===== config.mk =====
export PLATFORM = sky130hd
export DESIGN_NAME = alarm_sequencer
export DESIGN_NICKNAME = d
export VERILOG_FILES = /design/src/rtl/alarm_sequencer.sv
export SDC_FILE = /design/constraint.sdc
export NUM_CORES = 1
export LEC_CHECK = 0
export CAP_MARGIN = 40
export CORE_MARGIN = 2
export CORE_UTILIZATION = 35
export CTS_BUF_LIST = sky130_fd_sc_hd__clkbuf_16
export CTS_CLUSTER_SIZE = 24
export DETAILED_ROUTE_END_ITERATION = 8
export PLACE_DENSITY_LB_ADDON = 0.2
export SETUP_SLACK_MARGIN = 0.05
export SYNTH_ARGS = -nofsm -noshare
export SYNTH_HDL_FRONTEND = slang
export SYNTH_SLANG_ARGS = --single-unit
export TNS_END_PERCENT = 50

===== constraint.sdc =====
create_clock -name clk -period 4.25 [get_ports clk]
set_input_delay 0.85 -clock clk [delete_from_list [all_inputs] [get_ports clk]]
set_output_delay 0.85 -clock clk [all_outputs]
set_load 0.03 [all_outputs]

===== src/rtl/alarm_sequencer.sv =====
// alarm_sequencer
// Debounces the combined security alarm, latches confirmed alarms until
// software acknowledges them, counts confirmed events and sequences a timed
// hard power cut after a system halt request. Every output is a flop.

module alarm_sequencer #(
  parameter int DEBOUNCE_CYCLES = 4,   // consecutive high samples to confirm (2..255)
  parameter int GRACE_CYCLES    = 16,  // halt_pending to power_cut delay (1..65535)
  parameter int CNT_W           = 16   // event_count width
) (
  input  logic             clk,
  input  logic             rst,
  input  logic             security_alarm,
  input  logic             system_halt,
  input  logic             sw_ack,
  output logic             alarm_irq,
  output logic             alarm_latched,
  output logic             halt_pending,
  output logic             power_cut,
  output logic [CNT_W-1:0] event_count,
  output logic [1:0]       state
);

  typedef enum logic [1:0] {
    IDLE     = 2'd0,
    DEBOUNCE = 2'd1,
    LATCHED  = 2'd2,
    SHUTDOWN = 2'd3
  } state_t;

  // Terminal counter values, sized to the counter registers.
  localparam logic [7:0]       DB_LAST    = 8'(DEBOUNCE_CYCLES - 1);
  localparam logic [15:0]      GRACE_LAST = 16'(GRACE_CYCLES - 1);
  localparam logic [CNT_W-1:0] CNT_MAX    = '1;

  state_t           state_q;
  state_t           state_d;
  logic [7:0]       db_cnt_q;
  logic [7:0]       db_cnt_d;
  logic [15:0]      grace_cnt_q;
  logic [15:0]      grace_cnt_d;

  logic             irq_d;
  logic             latched_d;
  logic             halt_pending_d;
  logic             power_cut_d;
  logic [CNT_W-1:0] event_count_d;
  logic             event_entry;

  // State register, internal counters and registered outputs.
  // NOTE: sequential state uses non-blocking assignments so every flop samples
  // the pre-edge values regardless of statement order.
  always_ff @(posedge clk or posedge rst) begin
    if (rst) begin
      state_q       <= IDLE;
      db_cnt_q      <= '0;
      grace_cnt_q   <= '0;
      alarm_irq     <= 1'b0;
      alarm_latched <= 1'b0;
      halt_pending  <= 1'b0;
      power_cut     <= 1'b0;
      event_count   <= '0;
    end else begin
      state_q       <= state_d;
      db_cnt_q      <= db_cnt_d;
      grace_cnt_q   <= grace_cnt_d;
      alarm_irq     <= irq_d;
      alarm_latched <= latched_d;
      halt_pending  <= halt_pending_d;
      power_cut     <= power_cut_d;
      event_count   <= event_count_d;
    end
  end

  // Next-state and counter update; a halt request pre-empts everything
  // except an already running shutdown.
  // NOTE: every signal driven here gets a default first, so no path through
  // the case statement can leave it unassigned and infer a latch.
  always_comb begin
    state_d     = state_q;
    db_cnt_d    = db_cnt_q;
    grace_cnt_d = grace_cnt_q;

    if (state_q != SHUTDOWN && system_halt) begin
      state_d     = SHUTDOWN;
      db_cnt_d    = '0;
      grace_cnt_d = '0;
    end else begin
      case (state_q)
        IDLE: begin
          if (security_alarm) begin
            state_d  = DEBOUNCE;
            db_cnt_d = 8'd1;
          end
        end

        DEBOUNCE: begin
          if (!security_alarm) begin
            // Glitch shorter than the debounce window: drop it silently.
            state_d  = IDLE;
            db_cnt_d = '0;
          end else if (db_cnt_q == DB_LAST) begin
            state_d  = LATCHED;
            db_cnt_d = '0;
          end else begin
            db_cnt_d = db_cnt_q + 8'd1;
          end
        end

        LATCHED: begin
          // An acknowledge only clears the latch once the alarm has gone away.
          if (sw_ack && !security_alarm) begin
            state_d = IDLE;
          end
        end

        SHUTDOWN: begin
          // Terminal until reset; the grace counter parks at its last value.
          if (grace_cnt_q != GRACE_LAST) begin
            grace_cnt_d = grace_cnt_q + 16'd1;
          end
        end

        default: begin
          state_d = IDLE;
        end
      endcase
    end
  end

  // Next values of the registered outputs, derived from the upcoming state.
  always_comb begin
    event_entry    = (state_d != state_q) &&
                     (state_d == LATCHED || state_d == SHUTDOWN);
    irq_d          = event_entry;
    latched_d      = (state_d == LATCHED);
    halt_pending_d = (state_d == SHUTDOWN);
    // Sticky: raised one cycle after the grace counter reaches its terminal value.
    power_cut_d    = power_cut ||
                     (state_q == SHUTDOWN && grace_cnt_q == GRACE_LAST);
    event_count_d  = event_count;
    if (event_entry && event_count != CNT_MAX) begin
      event_count_d = event_count + 1'b1;
    end
  end

  assign state = state_q;

endmodule


* Yosys cells after proc, flatten, opt, wreduce, memory -nomap -nowiden
Cells that the tools add are included.
** Word-level totals
- Register bits after elaboration :: 46
- Logic and storage cells :: 51
** Cells by class
- Reductions and logical operators :: 14
- Multiplexer cells :: 14
- Equal/unequal tests :: 12
- Add/subtract/negate cells :: 3
** Operators with widths (number)
- $mux W16 :: 3
- $add A16 B1 Y16 const B :: 2
- $mux W8 :: 4
- $eq A16 B4 Y1 const B :: 1
- $ne A16 B16 Y1 const B :: 1
- $ne A16 B4 Y1 const B :: 1
- $pmux W8 S2 :: 1
- $mux W2 :: 5
- $add A8 B1 Y8 const B :: 1
- $eq A2 B2 Y1 const B :: 4
- $eq A8 B2 Y1 const B :: 1
- $pmux W2 S3 :: 1
- $logic_and A1 B1 Y1 :: 5
- $reduce_and A2 Y1 :: 2
- $reduce_bool A2 Y1 :: 2
- $ne A3 B3 Y1 const B :: 1
- $reduce_bool A3 Y1 :: 1
- $eq A2 B1 Y1 const B :: 1
- $logic_not A2 Y1 :: 1
- $logic_or A1 B1 Y1 :: 2
- $ne A2 B2 Y1 :: 1
- $ne A2 B2 Y1 const B :: 1
- $logic_not A1 Y1 :: 1

* Depth between registers and ports, before layout
Gate-level depths: netlist of the first run.
- Depth in word-level cells :: 9
- Depth in mapped cells :: 7
- Depth with buffers taken out :: 6

* Least setup slack after synthesis of the first run
No wires, ideal clock.
- Path type :: input port to flip-flop
- Start :: input system_halt
- End :: register event_count[1]
- Stages on the path :: 4
- Path slack :: 2.407 ns
- Data required time :: 4.125 ns
- Arrival :: 1.718 ns
- Buffers on the path :: 1
- Cells stage by stage :: clkbuf_8 nand2_1 a22oi_4 mux2_2
** On the way
- Longest elaborated chain between the ends :: 6
** RTL lines
- start, declared :: line 14 : input logic system_halt,
- $logic_and A1 B1 Y1 * :: line 84 : if (state_q != SHUTDOWN && system_halt) begin
- $mux W2 * :: line 84
- $eq A2 B2 Y1 :: line 134 : (state_d == LATCHED || state_d == SHUTDOWN);
- $logic_or A1 B1 Y1 :: line 134
- $logic_and A1 B1 Y1 * :: line 133 : event_entry = (state_d != state_q) &&
- $logic_and A1 B1 Y1 * :: line 142 : if (event_entry && event_count != CNT_MAX) begin
- end signal, assigned :: line 71 : event_count <= event_count_d;
- end, declared :: line 20 : output logic [CNT_W-1:0] event_count,
Every way passes the cells marked *; elsewhere a longest branch is shown, timed or not.
A chain may end at the register's enable or synchronous reset.

* Worst setup path after layout of the first run
- Start :: register state_q[0], in the netlist state[0]
- End :: output state[0]
** RTL lines
- start, declared :: line 36 : state_t state_q;
- start signal, assigned :: line 64 : state_q <= state_d;
- end, declared :: line 21 : output logic [1:0] state
No word-level cell between the ends.

==> results.toml, run 1 <==
[place]
hpwlAfterDp_mm = 3.27
portBuffers = 26
dp_slack_ns = 1.64
gp_congestion = 0.810

[clock_network]
h-tree-depth = 2
cts_tree = "yes"
postCtsResizedCells = 0
cts_buffer_depth = 2
clkSlewWorstSetupHoldPaths_ns = 0.06
numCtsBuffers = 5
cts_setup_buffers = 0
root_buffer = "clkbuf_16"
post_cts_hold_buffer_count = 0
clk_latency_ns = 0.28
clock_sinks = 46

[sta]
fin_setup_tns_ns = 0
slew_headroom = 0.677
fmax_mhz = 425
grt_setup_unrepaired = "false"
clock_skew_ns = 0.00575
min_period_over_period = 0.553
hold_slack_ns = 0.477
setup_violations = 0
fin_ws_ns = 1.90
fin_crit_ns = 2.35
hold_viol_final = 0
worstMarginPinSlew_ns = 0.480
drv_slew = 0

[worst_setup_path]
crit_path_start = "state[0]"
start_kind = "flip-flop"
crit_type = "flip-flop to primary output"
r2r-start = "db_cnt_q[0]"
rr_worst_depth = 5
cp_max_fo = 10
rrSetupSlack_ns = 2.21
crit_family = "buffers and inverters"
timing.rr.end = "event_count[1]"
crit_chain = "clkdlybuf4s50_1"
cp_slowest_cell = "clkdlybuf4s50_1"
cp_num_buf_inv = 1
crit_required_ns = 3.40
endpoint_kind = "primary output"
cp.arrival_ns = 1.50
max_stage_delay_ns = 0.73

[grt]
grt_pass1_wl_mm = 8.37
grt_max_degree = 28
antenna_found_initial = 0
overflow = 0
grt_pass1_vias = 1781
gr-usage-all-layers = 0.142

[power]
power_density_nw_per_um2 = 446
power_leakage_nw = 1.22
ir_drop_uv = 163

[final_layout]
final.fill_count = 612
synthToLayoutAreaGrowth_pct = 20.9
fin_nets = 261
diodes = 0
layout-drive-gt1-share = 0.0870
mostFrequentLayoutCells = "dfrtp_1, clkdlybuf4s50_1, nor2_1"
layout_commonest_cell = "dfrtp_1"

[yosys]
syn_inst = 222
synth.net_count = 230
synth_flop_cell = "dfrtp_1"
ys_seq_area_frac = 0.492
syn_area_um2 = 2340
ys_types = 38
syn_area_per_cell_um2 = 10.5
yosys.area.top_type_share = 0.492
ys_warn_count = 0
synthArstFlopShare = 1.00
yosysTopAreaCell = "dfrtp_1"
yosys-top-cells-area = "dfrtp_1, xor2_1, xnor2_1, nor2_1, nand4_1"
ys_seq_elements = 46
synth_edf_count = 0

[die]
die_x_um = 85.7
core_area_um2 = 6420
start_util = 0.364
dieHeight_um = 85.7
die-area_um2 = 7350
io_pins = 27
num_rows = 29

[routing]
ant_nets = 0
vias_per_cell = 5.18
firstDrtPassIters = 6
drt-initial-drc-count = 69
routedWlPerCell_um = 14.1
wl_mm = 4.65
vias = 1708
drc = 0

[worst_hold_path]
min_to = "power_cut"
holdPathStages = 1
worst_hold_path_type = "flip-flop to flip-flop"
hold_start = "power_cut"

[run]
cap_violations = 0

[run_status]
status = "completed"
[Yosys cell counts, types with 3 or more instances]
| master | number |
|---|---|
| and4_1 | 4 |
| xnor2_1 | 13 |
| inv_1 | 3 |
| o21ai_0 | 7 |
| nand4_1 | 13 |
| nor4_1 | 3 |
| dfrtp_1 | 46 |
| nand2b_1 | 5 |
| and3_1 | 8 |
| nor2_1 | 24 |
| nand2_1 | 20 |
| ha_1 | 3 |
| xor2_1 | 16 |
| nand3_1 | 16 |
| a21oi_1 | 6 |
| nor3_1 | 4 |
| mux2_2 | 5 |
[cell type report]
cell class | instances | area, um2 | share of cell area
Clock buffer | 5 | 125 | 0.0443
Clock inverter | 2 | 7.51 | 0.00266
Inverter | 3 | 11.3 | 0.00398
Multi-Input combinational cell | 170 | 1150 | 0.409
Sequential cell | 46 | 1150 | 0.407
Tap cell | 77 | 96.3 | 0.0341
Timing Repair Buffer | 27 | 280 | 0.0992
[logic make-up after synthesis]
logic type,count (synthesis),synth area share
muxes,8,0.0375
DFF,46,0.492
buffers and inverters,6,0.0139
AOI/OAI and AO/OA,23,0.0744
xor gates and xnor gates,29,0.109
and+or+nand+nor,107,0.257
adders and majority gates,3,0.0161
[report_power, final]
part | leakage [nW] | switching, mW | internal [mW]
logic | 0.552 | 0.139 | 0.118
registers | 0.600 | 0.110 | 0.531
clock network | 0.0723 | 0.152 | 0.210
[per-layer routing]
metal	routed length, um	global-route usage
met3	181	0.0356
met4	57	0.0462
met1	2320	0.199
met2	2090	0.215
met5	0	0
[sequential cells by signal (all words and copies together) (netlist names)]
signal,count
halt_pending,1
event_count,16
power_cut,1
db_cnt_q,8
alarm_latched,1
state,2
grace_cnt_q,16
alarm_irq,1
[worst max-delay path by stage]
stage / endpoint / cells after the start
2_1_floorplan: alarm_irq / 1
3_3_place_gp: event_count[1] / 4
3_5_place_dp: event_count[1] / 4
4_1_cts: state[0] / 1
5_1_grt: event_count[1] / 4
6_report: state[0] / 1
[through the flow]
step	instances	total power [mW]	utilization	area (um2)
floorplan	222	0.813	-	2340
global placement	322	0.898	0.416	2670
detailed placement	323	0.908	0.419	2690
CTS	330	1.28	0.440	2830
global route	330	1.35	0.440	2830
finish	330	1.26	0.440	2830
(Power assumes the default switching activity.)
==> run 2: changes to the inputs <==
Clock period 4.25 ns to 2.5 ns, I/O delays scaled along.
==> run 2 against run 1 <==
Net effect:
- global-route usage up 0.57 points
- total power up 71%
- wire length up 3.3%
- cell area up 0.44%
- core utilization up 0.19 points
- sequential power up 70%
- clock-buffer cell count unchanged
- register-to-register slack worse by 1.8 ns
==> results.toml, run 2 (synthesized netlist as in run 1, its figures left out) <==
[routing]
drt-initial-drc-count = 58
drc = 0
routedWlPerCell_um = 14.5
ant_nets = 0
firstDrtPassIters = 6
wl_mm = 4.80
vias_per_cell = 5.30
vias = 1761

[final_layout]
mostFrequentLayoutCells = "dfrtp_1, clkdlybuf4s50_1, nor2_1"
diodes = 0
layout_commonest_cell = "dfrtp_1"
fin_nets = 262
synthToLayoutAreaGrowth_pct = 21.4
final_util = 0.442
reg_top3 = "event_count x16, grace_cnt_q x16, db_cnt_q x8"
layout-drive-gt1-share = 0.0941

[power]
ir_drop_uv = 275
power_leakage_nw = 1.23
p_clk_frac = 0.289
p_int_mw = 1.47
pwr-share-comb = 0.206
power.switching_uw = 691
sw_frac_of_total = 0.320
power_frac_seq = 0.505
power_density_nw_per_um2 = 761

[clock_network]
cts_buffer_depth = 2
clk_latency_ns = 0.28
h-tree-depth = 2
cts_setup_buffers = 0
root_buffer = "clkbuf_16"
cts_tree = "yes"
post_cts_hold_buffer_count = 0
clkSlewWorstSetupHoldPaths_ns = 0.06
clock_sinks = 46
postCtsResizedCells = 0
numCtsBuffers = 5

[die]
die_x_um = 85.7
dieHeight_um = 85.7
die-area_um2 = 7350
io_pins = 27
start_util = 0.364
core_area_um2 = 6420
num_rows = 29

[worst_setup_path]
cp_slowest_cell = "dfrtp_1"
cp_num_buf_inv = 0
crit_family = "simple AND/OR/NAND/NOR gates"
endpoint_kind = "flip-flop"
crit_type = "flip-flop to flip-flop"
crit_required_ns = 2.66
cp.arrival_ns = 2.22
cp_max_fo = 8
start_kind = "flip-flop"
max_stage_delay_ns = 0.44
crit_chain = "ha_1, nor4b_4, nand4_2, a22oi_4, mux2_2"

[sta]
setup_violations = 0
fin_setup_tns_ns = 0
min_period_over_period = 0.821
slew_headroom = 0.671
grt_setup_unrepaired = "false"
fmax_mhz = 487
clock_skew_ns = 0.00340
drv_slew = 0
fin_crit_ns = 2.05
hold_viol_final = 0
worstMarginPinSlew_ns = 0.493

[grt]
gr-usage-all-layers = 0.147
grt_pass1_wl_mm = 8.67
grt_max_degree = 47
overflow = 0
antenna_found_initial = 0
grt_pass1_vias = 1834

[worst_hold_path]
worst_hold_path_type = "flip-flop to flip-flop"

[place]
gp_congestion = 0.763
hpwlAfterDp_mm = 3.30
portBuffers = 26

[run_status]
status = "completed"

[run]
cap_violations = 0
run 2: changes by cell type in the layout (fill, tap and decap cells not counted), sizes merged:
cell    delta
buf        +1
inv        -1
clkinv     +2
run 2: final timing paths:
check | startpoint | to | slack (ns) | depth (start not counted)
max | db_cnt_q[0] | event_count[1] | 0.45 | 5
min | power_cut | power_cut | 0.47 | 1
max reg2reg | db_cnt_q[0] | event_count[1] | 0.45 | 5
min reg2reg | power_cut | power_cut | 0.47 | 1
max in group asynchronous | rst | event_count[4] | 1.70 | 3
min in group asynchronous | rst | power_cut | 0.58 | 3
run 2: power groups by stage:
stage	registers (mW)	clock network [mW]	logic (mW)
2_1_floorplan	1.11	0	0.273
3_3_place_gp	1.10	0	0.433
3_5_place_dp	1.10	0	0.444
4_1_cts	1.09	0.645	0.451
5_1_grt	1.11	0.681	0.512
6_report	1.09	0.625	0.445
run 2: area by class of cell:
class,count,area (um2)
fillers,614,3580
inverters,3,11.3
clock buffers,5,125
flip-flops and latches,46,1150
repair buffers,28,288
multi-input cells,170,1150
well taps,77,96.3
clock inverters,3,12.5
run 2: layer usage:
layer,part of all wire,GRT usage,vias to the layer above
met5,0,0,-
met4,0.0094,0.0390,0
met3,0.027,0.0318,4
met2,0.45,0.235,30
met1,0.51,0.204,871
li1,-,-,856
run 2: through the flow:
stage / hold slack, ns / power (mW) / instance area (um2) / setup WS, ns / cells
floorplan: 0.488 / 1.38 / 2340 / 0.690 / 222
global placement: 0.462 / 1.53 / 2700 / 0.375 / 324
detailed placement: 0.467 / 1.54 / 2700 / 0.354 / 324
CTS: 0.482 / 2.18 / 2840 / 0.441 / 332
global route: 0.507 / 2.31 / 2840 / 0.279 / 332
finish: 0.475 / 2.16 / 2840 / 0.448 / 332
